===== src/rtl/core_pkg.sv =====
// Types shared by the ARM core's hazard logic: the shadow-pipeline entry
// and the priority classes of the hazard controller's strobe encoder.
package core_pkg;

  localparam int CORE_DEST_W = 4;

  typedef struct packed {
    logic                   valid;
    logic [CORE_DEST_W-1:0] dest;
    logic                   wb_en;
    logic                   mem_r_en;
  } hazard_entry_t;

  typedef enum logic [1:0] {
    HZ_NONE     = 2'd0,
    HZ_MEM_WAIT = 2'd1,
    HZ_BRANCH   = 2'd2,
    HZ_STALL    = 2'd3
  } hz_prio_t;

endpackage


===== src/rtl/hazard_shadow_pipe.sv =====
// Two-entry shadow of the destinations held in EXE and MEM. It advances with
// the real pipeline and takes an invalid entry whenever ID/EX receives a bubble.
module hazard_shadow_pipe
  import core_pkg::*;
(
  input  logic          clk,
  input  logic          rst,
  input  logic          advance,
  input  logic          load,
  input  hazard_entry_t id_entry,
  output hazard_entry_t s_exe,
  output hazard_entry_t s_mem
);

  hazard_entry_t exe_reg;
  hazard_entry_t mem_reg;

  always_ff @(posedge clk) begin
    if (rst) begin
      exe_reg <= '0;
      mem_reg <= '0;
    end else if (advance) begin
      mem_reg <= exe_reg;
      exe_reg <= load ? id_entry : '0;
    end
  end

  assign s_exe = exe_reg;
  assign s_mem = mem_reg;

endmodule


===== src/rtl/hazard_ctrl.sv =====
// Hazard controller for the five-stage core: RAW / load-use detection against
// the EXE/MEM shadow, prioritised freeze/flush strobes and a saturating stall counter.
module hazard_ctrl
  import core_pkg::*;
#(
  parameter int DEST_W = CORE_DEST_W,
  parameter int CNT_W  = 16
) (
  input  logic              clk,
  input  logic              rst,
  input  logic              forward_en,
  input  logic              id_valid,
  input  logic [DEST_W-1:0] id_src_1,
  input  logic [DEST_W-1:0] id_src_2,
  input  logic              id_two_src,
  input  logic [DEST_W-1:0] id_dest,
  input  logic              id_wb_en,
  input  logic              id_mem_r_en,
  input  logic              exe_branch_taken,
  input  logic              mem_ready,
  output logic              pc_freeze,
  output logic              if_id_freeze,
  output logic              if_id_flush,
  output logic              id_ex_freeze,
  output logic              id_ex_flush,
  output logic [CNT_W-1:0]  stall_count
);

  hazard_entry_t    id_entry;
  hazard_entry_t    s_exe;
  hazard_entry_t    s_mem;
  hazard_entry_t    shadow [2];
  logic [1:0]       match;
  logic             hazard;
  logic             shadow_load;
  hz_prio_t         prio;
  logic [CNT_W-1:0] stall_count_reg;

  assign id_entry = '{valid: id_valid, dest: id_dest, wb_en: id_wb_en, mem_r_en: id_mem_r_en};

  // The ID/EX register only takes a real instruction when nothing overrides it.
  assign shadow_load = id_valid & (prio == HZ_NONE);

  hazard_shadow_pipe u_shadow (
    .clk      (clk),
    .rst      (rst),
    .advance  (mem_ready),
    .load     (shadow_load),
    .id_entry (id_entry),
    .s_exe    (s_exe),
    .s_mem    (s_mem)
  );

  assign shadow[0] = s_exe;
  assign shadow[1] = s_mem;

  generate
    for (genvar gi = 0; gi < 2; gi++) begin : g_match
      assign match[gi] = id_valid & shadow[gi].valid & shadow[gi].wb_en &
                         ((id_src_1 == shadow[gi].dest) |
                          (id_two_src & (id_src_2 == shadow[gi].dest)));
    end
  endgenerate

  // With forwarding only a load in EXE cannot be bypassed in time.
  assign hazard = forward_en ? (match[0] & s_exe.mem_r_en) : (|match);

  always_comb begin
    prio = HZ_NONE;
    if (!mem_ready) begin
      prio = HZ_MEM_WAIT;
    end else if (exe_branch_taken) begin
      prio = HZ_BRANCH;
    end else if (hazard) begin
      prio = HZ_STALL;
    end
  end

  always_comb begin
    pc_freeze    = 1'b0;
    if_id_freeze = 1'b0;
    if_id_flush  = 1'b0;
    id_ex_freeze = 1'b0;
    id_ex_flush  = 1'b0;
    case (prio)
      HZ_MEM_WAIT: begin
        pc_freeze    = 1'b1;
        if_id_freeze = 1'b1;
        id_ex_freeze = 1'b1;
      end
      HZ_BRANCH: begin
        if_id_flush = 1'b1;
        id_ex_flush = 1'b1;
      end
      HZ_STALL: begin
        pc_freeze    = 1'b1;
        if_id_freeze = 1'b1;
        id_ex_flush  = 1'b1;
      end
      default: ;
    endcase
  end

  always_ff @(posedge clk) begin
    if (rst) begin
      stall_count_reg <= '0;
    end else if ((prio == HZ_STALL) && (stall_count_reg != '1)) begin
      stall_count_reg <= stall_count_reg + CNT_W'(1);
    end
  end

  assign stall_count = stall_count_reg;

  a_wait_no_flush: assert property (@(posedge clk) disable iff (rst)
    (prio == HZ_MEM_WAIT) |-> !(if_id_flush || id_ex_flush));
  a_idex_exclusive: assert property (@(posedge clk) disable iff (rst)
    !(id_ex_freeze && id_ex_flush));

endmodule


===== config.mk =====
export PLATFORM = sky130hd
export DESIGN_NAME = hazard_ctrl
export DESIGN_NICKNAME = d
export VERILOG_FILES = /design/src/rtl/core_pkg.sv /design/src/rtl/hazard_shadow_pipe.sv /design/src/rtl/hazard_ctrl.sv
export SDC_FILE = /design/constraint.sdc
export NUM_CORES = 1
export LEC_CHECK = 0
export ABC_AREA = 1
export ABC_CLOCK_PERIOD_IN_PS = 1600
export CAP_MARGIN = 20
export CORE_MARGIN = 3
export CORE_UTILIZATION = 46
export CTS_BUF_LIST = sky130_fd_sc_hd__clkbuf_2 sky130_fd_sc_hd__clkbuf_4 sky130_fd_sc_hd__clkbuf_8
export DETAILED_ROUTE_END_ITERATION = 8
export PLACE_DENSITY_LB_ADDON = 0.3
export REMOVE_ABC_BUFFERS = 1
export SLEW_MARGIN = 10
export SYNTH_ARGS = -nofsm -noshare
export SYNTH_HDL_FRONTEND = slang
export SYNTH_SLANG_ARGS = --single-unit

===== constraint.sdc =====
create_clock -name clk -period 1.6 [get_ports clk]
set_input_delay 0.16 -clock clk [delete_from_list [all_inputs] [get_ports clk]]
set_output_delay 0.16 -clock clk [all_outputs]
set_load 0.1 [all_outputs]

==> flow_summary.ini <==
[outcome]
status = finished, violations left
failed_checks = negative setup slack

[worst_hold_path]
hp-class = in2reg

[yosys]
syn_inst = 257
synth_edf_count = 0
synth_area_mm2 = 0.00178
ys_warn_count = 0
yosysTopAreaCell = dfxtp_1
synthFlopType = dfxtp_1
async_reset_ff_share_pct = 0
post_synth_num_cell_types = 30
yosys-top-cells-count = 73 x nand2_1, 29 x dfxtp_1, 19 x inv_1, 18 x a21oi_1, 16 x nor2_1
post-synth-top-count-cell = nand2_1
netlist.area_leader.share_pct = 32.7
ys_ff_latch = 29
ys_seq_area_share_pct = 32.7
avgSynthCellArea_um2 = 6.91
synth.area.top_cells = dfxtp_1 33%, nand2_1 15%, xor2_1 6.9%

[detailed_routing]
drt_iter0_drc = 167
drcViolationCount = 0
viasPerCell = 5.79
detailroute.wirelength.met3_um = 675
routed.top_layer = met4
postRouteAntennaNets = 0
first_pass_iters = 5
routed_wirelength_mm = 6.80
wl_met1_mm = 2.51
num_vias = 2200
dr_wl_met2_mm = 3.39
route.detailed.wl_per_inst_um = 17.9

[critical_path]
crit_path_top_delay_cell = dfxtp_2
path_max_fanout = 3
slowest_delay_ns = 0.37
worst-path-buf-inv = 3
critPathRequiredTime_ns = 1.44
worstPathCellList = inv_2 -> nand2_1 -> nand3_2 -> nor2_2 -> nand2_1 -> nand2_1 -> nand2_2 -> nand2_2 -> nor2_2 -> nor2_1 -> buf_4 -> buf_12
crit_family = simple AND/OR/NAND/NOR gates
cp-end-kind = primary output
crit_top_cell = nand2_1
cp-start-kind = flip-flop
path_class = reg2out
cp.arrival_ns = 1.78

[die]
die_y_um = 68.1
die_area_mm2 = 0.00464
initial_core_util_pct = 50.4
core_mm2 = 0.00352
ios = 42
row_count = 21
die_x_um = 68.1

[placed_design]
gp_congestion = 0.832
dp_cells = 367
port-buffer-count = 41
place_hpwl_mm = 3.74

[clock_network]
cts.path.max_buffers = 2
cts_hold_buf = 0
cts-root-buf = clkbuf_8
h-tree-depth = 2
cts_tree = done
numCtsBuffers = 5
cts.sinks = 29
insertion_delay_ns = 0.29
clk_pin_slew_ns = 0.07

[grt]
grt-ovfl-total = 0
grt_max_degree = 13
groute.usage.overall_pct = 27.1
antenna_found_initial = 0
first_global_vias = 2071
grt_first_pass_wirelength_mm = 9.36

[sta]
final_max_slew_viol_count = 0
fmax_mhz = 515
hold_viol_final = 0
fin_worst_skew_ns = 0.00911
grt_setup_unrepaired = true
setup_viol = 19
finalCritPeriodShare_pct = 121
setup_slack_ns = -0.343
slew_headroom_pct = 78.9
worstMarginPinSlew_ns = 0.314
fin_crit_ns = 1.94

[final_layout]
final_cells = 380
drive_above_1_share_pct = 39.5
layout.nets = 355
diodes = 0
area_delta_synth_final_pct = 68.1
largest_reg_flops = 16
utilization_pct = 84.8

[run]
maxCapViolCount = 0

[power]
vdd_ir_drop_max_uv = 776
power.density_mw_per_mm2 = 659
leakage_nw = 1.31
[layout by cell type, fill, tap and decap left out, types with 17 or more instances in the layout]
| cell type | count |
|---|---|
| buf_12 | 23 |
| buf_4 | 31 |
| clkdlybuf4s50_1 | 17 |
| dfxtp_1 | 19 |
| inv_1 | 18 |
| nand2_1 | 63 |
| nand2_2 | 19 |
[metal layers]
metal | vias up | GRT usage (%)
li1 | 976 | -
met1 | 1031 | 31.8
met3 | 30 | 6.57
met4 | 0 | 10.9
met5 | - | 0
met2 | 163 | 47.2
[where the power goes]
| part | leakage (nW) | switching, mW | internal, mW |
|---|---|---|---|
| Combinational | 1.00 | 0.170 | 0.123 |
| Sequential | 0.240 | 0.0136 | 0.733 |
| Clock | 0.0681 | 0.310 | 0.619 |
[stage by stage]
stage | area, um^2 | total power [mW] | setup WS [ns] | setup TNS [ns] | hold WS [ns]
finish | 2990 | 1.97 | -0.343 | -5.71 | 0.460
detailed placement | 2660 | 1.03 | -0.330 | -6.91 | 0.467
global route | 2990 | 2.01 | -0.458 | -7.22 | 0.475
floorplan | 1730 | 0.882 | -2.18 | -18.49 | 0.222
CTS | 2920 | 1.95 | -0.243 | -2.77 | 0.448
global placement | 2660 | 1.03 | -0.268 | -5.66 | 0.455
[worst register-to-register path: cells and delay by family (launching register included)]
kind,cells,cell delay [ns]
DFF,1,0.37
and+or+nand+nor,10,0.90
buffers and inverters,4,0.45
AOI/OAI and AO/OA,1,0.13
[area by class of cell]
| type | count | area [um^2] |
|---|---|---|
| multi-input cells | 192 | 1140 |
| repair buffers | 77 | 951 |
| flip-flops and latches | 29 | 598 |
| fillers | 184 | 536 |
| inverters | 28 | 106 |
| clock buffers | 5 | 68.8 |
| clock inverters | 3 | 65.1 |
| well taps | 46 | 57.6 |
[path summary, 6_finish.rpt]
check                            startpoint                             end  slack (ns)  cells after the start
min reg2reg  u_shadow.s_exe[0]$_SDFFE_PP0P_  u_shadow.s_exe[0]$_SDFFE_PP0P_        0.48                      2
max          u_shadow.s_mem[3]$_SDFFE_PP0P_                       pc_freeze       -0.34                     12
max reg2reg  u_shadow.s_mem[3]$_SDFFE_PP0P_     stall_count[1]$_SDFFE_PP0P_       -0.32                     15
min                              id_dest[3]  u_shadow.s_exe[5]$_SDFFE_PP0P_        0.46                      3
[cell families (layout without fill, tap and decap cells)]
family / after synthesis / in the layout / share of synthesized area, %
DFF: 29 / 29 / 32.7
and+or+nand+nor: 133 / 133 / 35.3
adders and majority gates: 1 / 1 / 0.705
buffers and inverters: 36 / 113 / 8.74
AOI/OAI and AO/OA: 39 / 39 / 13.2
xor gates and xnor gates: 19 / 19 / 9.37
[repair_timing]
item                                    in CTS  in global routing
gates cloned                                 2                  0
endpoints found under the setup margin      19                 21
setup buffers                                3                  2
gates resized for setup                     20                 32
pin swaps                                    5                 10
Note: power is estimated with default switching activity, not from simulation.
